===== src/rtl/uart_rx_byte_if.sv =====
// Byte-stream side of uart_rx_byte: serial line in, received byte and status pulses out.
// master = line driver / byte consumer, slave = the receiver itself.
interface uart_rx_byte_if;
   logic       rx;
   logic [7:0] data;
   logic       data_valid;
   logic       frame_err;
   logic       parity_err;
   logic       busy;

   modport master (
      output rx,
      input  data, data_valid, frame_err, parity_err, busy
   );

   modport slave (
      input  rx,
      output data, data_valid, frame_err, parity_err, busy
   );
endinterface


===== src/rtl/uart_rx_byte.sv =====
// 8N1 UART receiver with mid-bit sampling, start-glitch rejection and framing-error detection.
// Define UART_RX_PARITY_EN to switch the frame to 8E1 with a parity check.
module uart_rx_byte #(
   parameter int CLK_FREQ = 50000000,
   parameter int BAUD     = 115200
) (
   input  logic           clk,
   input  logic           rst,
   uart_rx_byte_if.slave  bus
);

   localparam int CPB  = CLK_FREQ / BAUD;
   localparam int HALF = CPB / 2;
   localparam int CW   = $clog2(CPB);
   localparam logic [CW-1:0] CNT_LAST = CW'(CPB - 1);
   localparam logic [CW-1:0] CNT_HALF = CW'(HALF - 1);

   typedef enum logic [2:0] {
      S_IDLE,
      S_START,
      S_DATA,
      S_PARITY,
      S_STOP,
      S_WAIT_HIGH
   } state_t;

   state_t          r_state;
   state_t          w_next;
   logic            r_sync1;
   logic            r_sync2;
   logic [CW-1:0]   r_cnt;
   logic [2:0]      r_bidx;
   logic [7:0]      r_shreg;
   logic [7:0]      r_data;
   logic            r_dv;
   logic            r_fe;

   logic            w_rx_s;
   logic            w_cnt_end;
   logic            w_cnt_half;
   logic            w_cnt_clr;
   logic            w_bidx_clr;
   logic            w_shift;
   logic            w_dv;
   logic            w_fe;

`ifdef UART_RX_PARITY_EN
   logic            r_par;
   logic            r_pe;
   logic            w_par_smp;
   logic            w_pe;
   logic            w_par_bad;
   assign w_par_bad = (^r_shreg) ^ r_par;
`endif

   assign w_rx_s     = r_sync2;
   assign w_cnt_end  = (r_cnt == CNT_LAST);
   assign w_cnt_half = (r_cnt == CNT_HALF);

   always_ff @(posedge clk or negedge rst) begin
      if (!rst) begin
         r_sync1 <= 1'b1;
         r_sync2 <= 1'b1;
      end else begin
         r_sync1 <= bus.rx;
         r_sync2 <= r_sync1;
      end
   end

   always_ff @(posedge clk or negedge rst) begin
      if (!rst) r_state <= S_IDLE;
      else      r_state <= w_next;
   end

   always_comb begin
      w_next = r_state;
      case (r_state)
         S_IDLE:      if (!w_rx_s) w_next = S_START;
         S_START:     if (w_cnt_half) w_next = w_rx_s ? S_IDLE : S_DATA;
`ifdef UART_RX_PARITY_EN
         S_DATA:      if (w_cnt_end && r_bidx == 3'd7) w_next = S_PARITY;
         S_PARITY:    if (w_cnt_end) w_next = S_STOP;
`else
         S_DATA:      if (w_cnt_end && r_bidx == 3'd7) w_next = S_STOP;
`endif
         // A low stop bit parks in WAIT_HIGH so a break never looks like a new start.
         S_STOP:      if (w_cnt_end) w_next = w_rx_s ? S_IDLE : S_WAIT_HIGH;
         S_WAIT_HIGH: if (w_rx_s) w_next = S_IDLE;
         default:     w_next = S_IDLE;
      endcase
   end

   always_comb begin
      w_cnt_clr  = 1'b0;
      w_bidx_clr = 1'b1;
      w_shift    = 1'b0;
      w_dv       = 1'b0;
      w_fe       = 1'b0;
`ifdef UART_RX_PARITY_EN
      w_par_smp  = 1'b0;
      w_pe       = 1'b0;
`endif
      case (r_state)
         S_IDLE:      w_cnt_clr = 1'b1;
         S_START:     w_cnt_clr = w_cnt_half;
         S_DATA: begin
            w_bidx_clr = 1'b0;
            if (w_cnt_end) begin
               w_cnt_clr = 1'b1;
               w_shift   = 1'b1;
            end
         end
`ifdef UART_RX_PARITY_EN
         S_PARITY: begin
            if (w_cnt_end) begin
               w_cnt_clr = 1'b1;
               w_par_smp = 1'b1;
            end
         end
`endif
         S_STOP: begin
            if (w_cnt_end) begin
               w_cnt_clr = 1'b1;
`ifdef UART_RX_PARITY_EN
               if (!w_rx_s)        w_fe = 1'b1;
               else if (w_par_bad) w_pe = 1'b1;
               else                w_dv = 1'b1;
`else
               if (!w_rx_s) w_fe = 1'b1;
               else         w_dv = 1'b1;
`endif
            end
         end
         S_WAIT_HIGH: w_cnt_clr = 1'b1;
         default:     w_cnt_clr = 1'b1;
      endcase
   end

   always_ff @(posedge clk or negedge rst) begin
      if (!rst) begin
         r_cnt   <= '0;
         r_bidx  <= '0;
         r_shreg <= '0;
         r_data  <= '0;
         r_dv    <= 1'b0;
         r_fe    <= 1'b0;
      end else begin
         r_cnt <= w_cnt_clr ? '0 : r_cnt + 1'b1;
         if (w_bidx_clr)   r_bidx <= '0;
         else if (w_shift) r_bidx <= r_bidx + 1'b1;
         if (w_shift) r_shreg[r_bidx] <= w_rx_s;
         if (w_dv)    r_data <= r_shreg;
         r_dv <= w_dv;
         r_fe <= w_fe;
      end
   end

`ifdef UART_RX_PARITY_EN
   always_ff @(posedge clk or negedge rst) begin
      if (!rst) begin
         r_par <= 1'b0;
         r_pe  <= 1'b0;
      end else begin
         if (w_par_smp) r_par <= w_rx_s;
         r_pe <= w_pe;
      end
   end
   assign bus.parity_err = r_pe;
`else
   assign bus.parity_err = 1'b0;
`endif

   assign bus.data       = r_data;
   assign bus.data_valid = r_dv;
   assign bus.frame_err  = r_fe;
   assign bus.busy       = (r_state != S_IDLE);

endmodule


===== src/flat_wrapper.sv =====
// flat-port wrapper written by rule: the top's interface ports become plain ports
module uart_rx_byte_flat 
#(
   parameter int CLK_FREQ = 50000000,
   parameter int BAUD     = 115200
)
  (clk, rst, bus_rx, bus_data, bus_data_valid, bus_frame_err, bus_parity_err, bus_busy);
  uart_rx_byte_if bus_i ();
  input  logic clk;
  input  logic rst;
  input wire logic [$bits(bus_i.rx)-1:0] bus_rx;
  output wire logic [$bits(bus_i.data)-1:0] bus_data;
  output wire logic [$bits(bus_i.data_valid)-1:0] bus_data_valid;
  output wire logic [$bits(bus_i.frame_err)-1:0] bus_frame_err;
  output wire logic [$bits(bus_i.parity_err)-1:0] bus_parity_err;
  output wire logic [$bits(bus_i.busy)-1:0] bus_busy;
  assign bus_i.rx = bus_rx;
  assign bus_data = bus_i.data;
  assign bus_data_valid = bus_i.data_valid;
  assign bus_frame_err = bus_i.frame_err;
  assign bus_parity_err = bus_i.parity_err;
  assign bus_busy = bus_i.busy;
  uart_rx_byte #(.CLK_FREQ(CLK_FREQ), .BAUD(BAUD)) u_core (.clk(clk), .rst(rst), .bus(bus_i));
endmodule

===== config.mk =====
export PLATFORM = sky130hd
export DESIGN_NAME = uart_rx_byte_flat
export DESIGN_NICKNAME = d
export VERILOG_FILES = /design/src/rtl/uart_rx_byte_if.sv /design/src/rtl/uart_rx_byte.sv /design/src/flat_wrapper.sv
export SDC_FILE = /design/constraint.sdc
export NUM_CORES = 1
export LEC_CHECK = 0
export CORE_UTILIZATION = 35
export DETAILED_ROUTE_END_ITERATION = 7
export DONT_BUFFER_PORTS = 1
export GPL_TIMING_DRIVEN = 0
export REMOVE_ABC_BUFFERS = 1
export SYNTH_ARGS = -nofsm -noshare
export SYNTH_HDL_FRONTEND = slang
export SYNTH_SLANG_ARGS = --single-unit

===== constraint.sdc =====
create_clock -name clk -period 3 [get_ports clk]
set_clock_uncertainty 0.2 [all_clocks]
set_input_delay 0.9 -clock clk [delete_from_list [all_inputs] [get_ports clk]]
set_output_delay 0.9 -clock clk [all_outputs]
set_load 0.005 [all_outputs]

==> flow_metrics.env, run 1 <==
export IMPL_status="finished clean"
export IMPL_synth_avg_cell_area_um2=11.5
export IMPL_end_kind="output port"
export IMPL_timing_reg2reg_setup_slack_ps=720
export IMPL_cts_sinks=35
export IMPL_drc=0
export IMPL_synth_edf_count=0
export IMPL_drive_gt1_share_pct=20.7
export IMPL_num_vias=1162
export IMPL_p_leak_nw=0.839
export IMPL_synthTopCellsByArea="dfrtp_1 (47%), mux2_2 (10%), ha_1 (3.5%)"
export IMPL_root_buffer="clkbuf_8"
export IMPL_clock_latency_ps=280
export IMPL_synth_top_area_cell="dfrtp_1"
export IMPL_io_buffers=0
export IMPL_critPathRequiredTime_ps=1900
export IMPL_row_count=25
export IMPL_start_kind="flop"
export IMPL_first_global_vias=1103
export IMPL_numCtsBuffers=5
export IMPL_netlist_area_um2=1760
export IMPL_drt_wirelength_per_cell_um=13.6
export IMPL_grt_pass1_wl_um=5130
export IMPL_yosysMostFrequentCell="dfrtp_1"
export IMPL_fill_cells=475
export IMPL_pre_cts_slack_ps=740
export IMPL_grt_max_degree=36
export IMPL_layout_setup_ws_ps=690
export IMPL_cp_top_family="flip-flops"
export IMPL_dpl_hpwl_um=1980
export IMPL_post_cts_resized=0
export IMPL_die_w_um=73.0
export IMPL_rsz0062_at_grt="no"
export IMPL_ys_seq_elements=35
export IMPL_gp_congestion=0.860
export IMPL_worstMarginPinSlew_ps=802
export IMPL_tritoncts="built"
export IMPL_synth_top_area_share_pct=46.8
export IMPL_drtIter0Drc=74
export IMPL_cts_setup_buffers=0
export IMPL_seq_area_um2=878
export IMPL_relSlewSlack_pct=46.5
export IMPL_multiInputGateArea_um2=802
export IMPL_syn_inst=153
export IMPL_finalSetupViolCount=0
export IMPL_power_density_nw_per_um2=505
export IMPL_timing_rr_end="u_core.bus.data[3]$_DFFE_PN0P_"
export IMPL_critical_path_max_stage_delay_ps=490
export IMPL_r2r_cells=5
export IMPL_yosysSeqAreaShare_pct=49.8
export IMPL_grt_overflow=0
export IMPL_fin_tns_setup_ps=0
export IMPL_fp_coreArea_um2=4790
export IMPL_crit_buf_inv=0
export IMPL_grt_total_usage_pct=12.9
export IMPL_netlist_top_cells_count="dfrtp_1 (33), mux2_2 (16), nand4_1 (10)"
export IMPL_min_period_ps=2310
export IMPL_clkSlewWorstSetupHoldPaths_ps=70
export IMPL_h_tree_depth=2
export IMPL_vdd_drop_max_v=0.000307
export IMPL_yosysWarnings=0
export IMPL_async_flop_share_pct=100
export IMPL_wl_um=2960
export IMPL_cp_slowest_cell="dfrtp_1"
export IMPL_ys_flop_type="dfrtp_1"
export IMPL_antenna_found_initial=0
export IMPL_period_share_pct=77.0
export IMPL_dr_pass1_iters=4
export IMPL_vias_per_cell=5.35
export IMPL_fmax_mhz=433
export IMPL_worstPathArrival_ps=1210
export IMPL_area_growth_pct=8.87
export IMPL_fp_dieH_um=73.0
export IMPL_crit_chain="or3_1"
export IMPL_hold_violations=0
export IMPL_slew_viol_final=0
export IMPL_pin_count=15
export IMPL_hold_path_class="in2async"
export IMPL_initial_core_util_pct=36.8
export IMPL_drv_cap=0
export IMPL_hold_buffers=0
export IMPL_nets=157
export IMPL_crit_type="reg2out"
export IMPL_n_antenna_cell=0
export IMPL_rr_startpoint="u_core.r_cnt[1]$_DFF_PN0_"
export IMPL_path_max_fanout=9
export IMPL_final_antenna_net_count=0
export IMPL_clk_path_buf_depth=2
export IMPL_die_area_um2=5320
export IMPL_yosysUniqueCellTypes=42
==> layer usage <==
layer  track usage [%]  share of wire (%)  vias to the layer above
met5                 0                  0                        -
met4              4.79                1.3                        0
met3              5.11                3.2                        4
met2              19.3                 47                       27
met1              16.7                 48                      575
li1                  -                  -                      556
==> placed cells by master, fill, tap and decap left out, drive strengths merged, types with 3 or more instances in the layout <==
| cell | instances |
|---|---|
| dfrtp | 33 |
| nor3b | 5 |
| o21ai | 6 |
| a21oi | 7 |
| or3 | 5 |
| a21bo | 3 |
| a22oi | 4 |
| nand3 | 10 |
| and3b | 3 |
| inv | 6 |
| nand4 | 10 |
| mux2 | 16 |
| nand2 | 3 |
| ha | 5 |
| clkbuf | 6 |
==> layout make-up <==
cell class | count | share of cell area (%)
sequential | 35 | 45.8
clock inverter | 2 | 3.13
clock buffer | 6 | 3.78
inverter | 6 | 1.17
tap | 67 | 4.37
multi-input combinational | 101 | 41.8
==> how the worst max path moves through the flow <==
stage,startpoint,end,slack (ps),depth (start not counted)
2_1_floorplan,u_core.r_cnt[1]$_DFF_PN0_,u_core.bus.data[0]$_DFFE_PN0P_,1040,5
3_3_place_gp,u_core.r_cnt[1]$_DFF_PN0_,u_core.bus.data[0]$_DFFE_PN0P_,800,5
3_5_place_dp,u_core.r_cnt[1]$_DFF_PN0_,u_core.bus.data[3]$_DFFE_PN0P_,740,5
4_1_cts,u_core.r_state[0]$_DFFE_PN0P_,bus_busy,660,1
5_1_grt,u_core.r_cnt[1]$_DFF_PN0_,u_core.bus.data[5]$_DFFE_PN0P_,600,5
6_report,u_core.r_state[0]$_DFFE_PN0P_,bus_busy,690,1
==> sequential cells by signal, summed over array words and instances (netlist names) <==
signal / cells
u_core.r_cnt: 9
u_core.bus.data: 8
u_core.r_shreg: 8
u_core.r_bidx: 3
u_core.r_state: 3
u_core.bus.data_valid: 1
u_core.bus.frame_err: 1
u_core.r_sync1: 1
u_core.r_sync2: 1
==> metrics by stage <==
step / utilization (%) / total power, mW / std cells / hold WS, ps / cell area [um2]
6_report: 40.1 / 0.970 / 217 / 109 / 1920
4_1_cts: 40.1 / 0.987 / 217 / 92.4 / 1920
5_1_grt: 40.1 / 1.01 / 217 / 78.4 / 1920
3_5_place_dp: 37.3 / 0.486 / 209 / 149 / 1790
2_1_floorplan: - / 0.485 / 142 / 145 / 1700
3_3_place_gp: 37.3 / 0.486 / 209 / 146 / 1790
==> cells by family after synthesis <==
group	synth area share, %
xor+xnor	1.99
fa+ha+maj	3.55
simple gates	20.0
compound gates	9.51
buf+inv	4.68
other cells	0.213
mux	10.2
flops	49.8
==> where the power goes <==
| group | internal, mW | total, mW | leakage, nW | switching, mW |
|---|---|---|---|---|
| combinational | 0.000235 | 0.000938 | 0.306 | 0.000704 |
| sequential | 0.474 | 0.477 | 0.467 | 0.00213 |
| clock | 0.332 | 0.492 | 0.0654 | 0.160 |
No activity file was read; power rests on OpenSTA's default activity.
==> run 2, diff against run 1 <==
Clock period 3 ns to 1.9 ns, I/O delays scaled along.
==> flow_metrics.env, run 2 (same netlist as run 1, synthesis figures left out) <==
export IMPL_p_leak_nw=0.878
export IMPL_clk_path_buf_depth=2
export IMPL_clock_latency_ps=280
export IMPL_grt_overflow=0
export IMPL_final_util_pct=42.6
export IMPL_numCtsBuffers=5
export IMPL_drive_gt1_share_pct=29.7
export IMPL_clkSlewWorstSetupHoldPaths_ps=70
export IMPL_rsz0062_at_grt="no"
export IMPL_final_antenna_net_count=0
export IMPL_worstSetupStartpoint="u_core.r_state[0]$_DFFE_PN0P_"
export IMPL_initial_core_util_pct=36.8
export IMPL_layout_setup_ws_ps=57.9
export IMPL_dr_pass1_iters=4
export IMPL_pre_cts_slack_ps=-360
export IMPL_die_area_um2=5320
export IMPL_power_total_mw=1.56
export IMPL_wl_um=3330
export IMPL_hold_violations=0
export IMPL_h_tree_depth=2
export IMPL_start_kind="flop"
export IMPL_cp_top_family="flip-flops"
export IMPL_root_buffer="clkbuf_8"
export IMPL_min_period_ps=1840
export IMPL_power_density_nw_per_um2=763
export IMPL_crit_type="reg2out"
export IMPL_placed_cells=209
export IMPL_gp_congestion=0.860
export IMPL_vias_per_cell=5.44
export IMPL_r2r_cells=4
export IMPL_cp_slowest_cell="dfrtp_2"
export IMPL_path_max_fanout=2
export IMPL_die_w_um=73.0
export IMPL_critical_path_max_stage_delay_ps=400
export IMPL_largest_register="u_core.r_cnt"
export IMPL_status="finished clean"
export IMPL_slew_viol_final=0
export IMPL_hp_start="bus_rx"
export IMPL_fmax_mhz=543
export IMPL_timing_reg2reg_setup_slack_ps=80
export IMPL_area_growth_pct=15.6
export IMPL_pin_count=15
export IMPL_seq_area_um2=882
export IMPL_row_count=25
export IMPL_antenna_found_initial=0
export IMPL_final_common_cell="dfrtp_1"
export IMPL_grt_max_degree=36
export IMPL_drtIter0Drc=75
export IMPL_vdd_drop_max_v=0.000484
export IMPL_grt_total_usage_pct=13.2
export IMPL_crit_buf_inv=0
export IMPL_fill_cells=466
export IMPL_dpl_hpwl_um=1980
export IMPL_worstPathArrival_ps=1070
export IMPL_hold_path_class="in2reg"
export IMPL_cts_sinks=35
export IMPL_n_antenna_cell=0
export IMPL_num_vias=1225
export IMPL_finalSetupViolCount=0
export IMPL_timing_rr_end="u_core.r_cnt[7]$_DFF_PN0_"
export IMPL_largest_register_ffs=9
export IMPL_drt_wirelength_per_cell_um=14.8
export IMPL_period_share_pct=97.0
export IMPL_endpoint="bus_busy"
export IMPL_drv_cap=0
export IMPL_crit_chain="or3_4"
export IMPL_final_cell_mix="dfrtp_1 (30), mux2_2 (16), nand4_1 (10), nand3_1 (9), a21oi_1 (7)"
export IMPL_fp_coreArea_um2=4790
export IMPL_tritoncts="built"
export IMPL_critPathRequiredTime_ps=1130
export IMPL_io_buffers=0
export IMPL_multiInputGateArea_um2=865
export IMPL_nets=165
export IMPL_rr_startpoint="u_core.r_cnt[0]$_DFF_PN0_"
export IMPL_first_global_vias=1129
export IMPL_end_kind="output port"
export IMPL_drc=0
export IMPL_grt_pass1_wl_um=5260
export IMPL_fp_dieH_um=73.0
export IMPL_instances_no_fill=225
export IMPL_cp_depth=1
run 2: changes by cell type in the layout (fill, tap and decap cells not counted), sizes merged:
| cell | previous run | this run |
|---|---|---|
| dlygate4sd3 | 0 | 1 |
| buf | 0 | 4 |
| and4b | 1 | 3 |
| and4bb | 2 | 3 |
run 2: what timing repair did:
| action | in CTS | in global routing |
|---|---|---|
| pin swaps | 0 | 1 |
| hold endpoints to repair | 35 | 0 |
| hold buffers | 2 | 0 |
| setup buffers | 3 | 0 |
| cloned | 0 | 3 |
| setup endpoints to repair | 34 | 20 |
| gates resized for setup | 7 | 5 |
run 2: area by class of cell:
class | count | area share, %
well taps | 67 | 4.11
clock inverters | 2 | 2.95
flip-flops and latches | 35 | 43.3
repair buffers | 5 | 2.58
clock buffers | 6 | 3.56
multi-input cells | 104 | 42.4
inverters | 6 | 1.10
run 2: how the worst min path moves through the flow:
| stage | end | slack, ps | cells after the start |
|---|---|---|---|
| after floorplan | u_core.bus.data[0]$_DFFE_PN0P_ | 70 | 0 |
| after global placement | u_core.bus.frame_err$_DFF_PN0_ | 80 | 0 |
| after detailed placement | u_core.bus.frame_err$_DFF_PN0_ | 80 | 0 |
| after CTS | u_core.r_sync1$_DFF_PN1_ | 70 | 0 |
| after global routing | u_core.r_sync1$_DFF_PN1_ | 60 | 0 |
| final | u_core.r_sync1$_DFF_PN1_ | 80 | 0 |
run 2: power breakdown:
group          internal [mW]  switching [mW]
registers              0.749         0.00336
clock network          0.524           0.258
logic                0.00599          0.0157
total                   1.28           0.277
run 2: layer usage:
layer | global-route usage (%) | part of all wire (%)
met4 | 5.66 | 1.2
met2 | 20.5 | 47
met5 | 0 | 0
met1 | 16.3 | 48
met3 | 5.11 | 3.2
run 2: metrics by stage:
stage / hold slack, ps / setup TNS, ps / cell area (um2)
3_3_place_gp: 75.4 / -6510 / 1790
3_5_place_dp: 75.1 / -8090 / 1790
5_1_grt: 58.3 / 0 / 2040
4_1_cts: 71.7 / 0 / 1980
6_report: 80.8 / 0 / 2040
2_1_floorplan: 74.4 / -553 / 1700
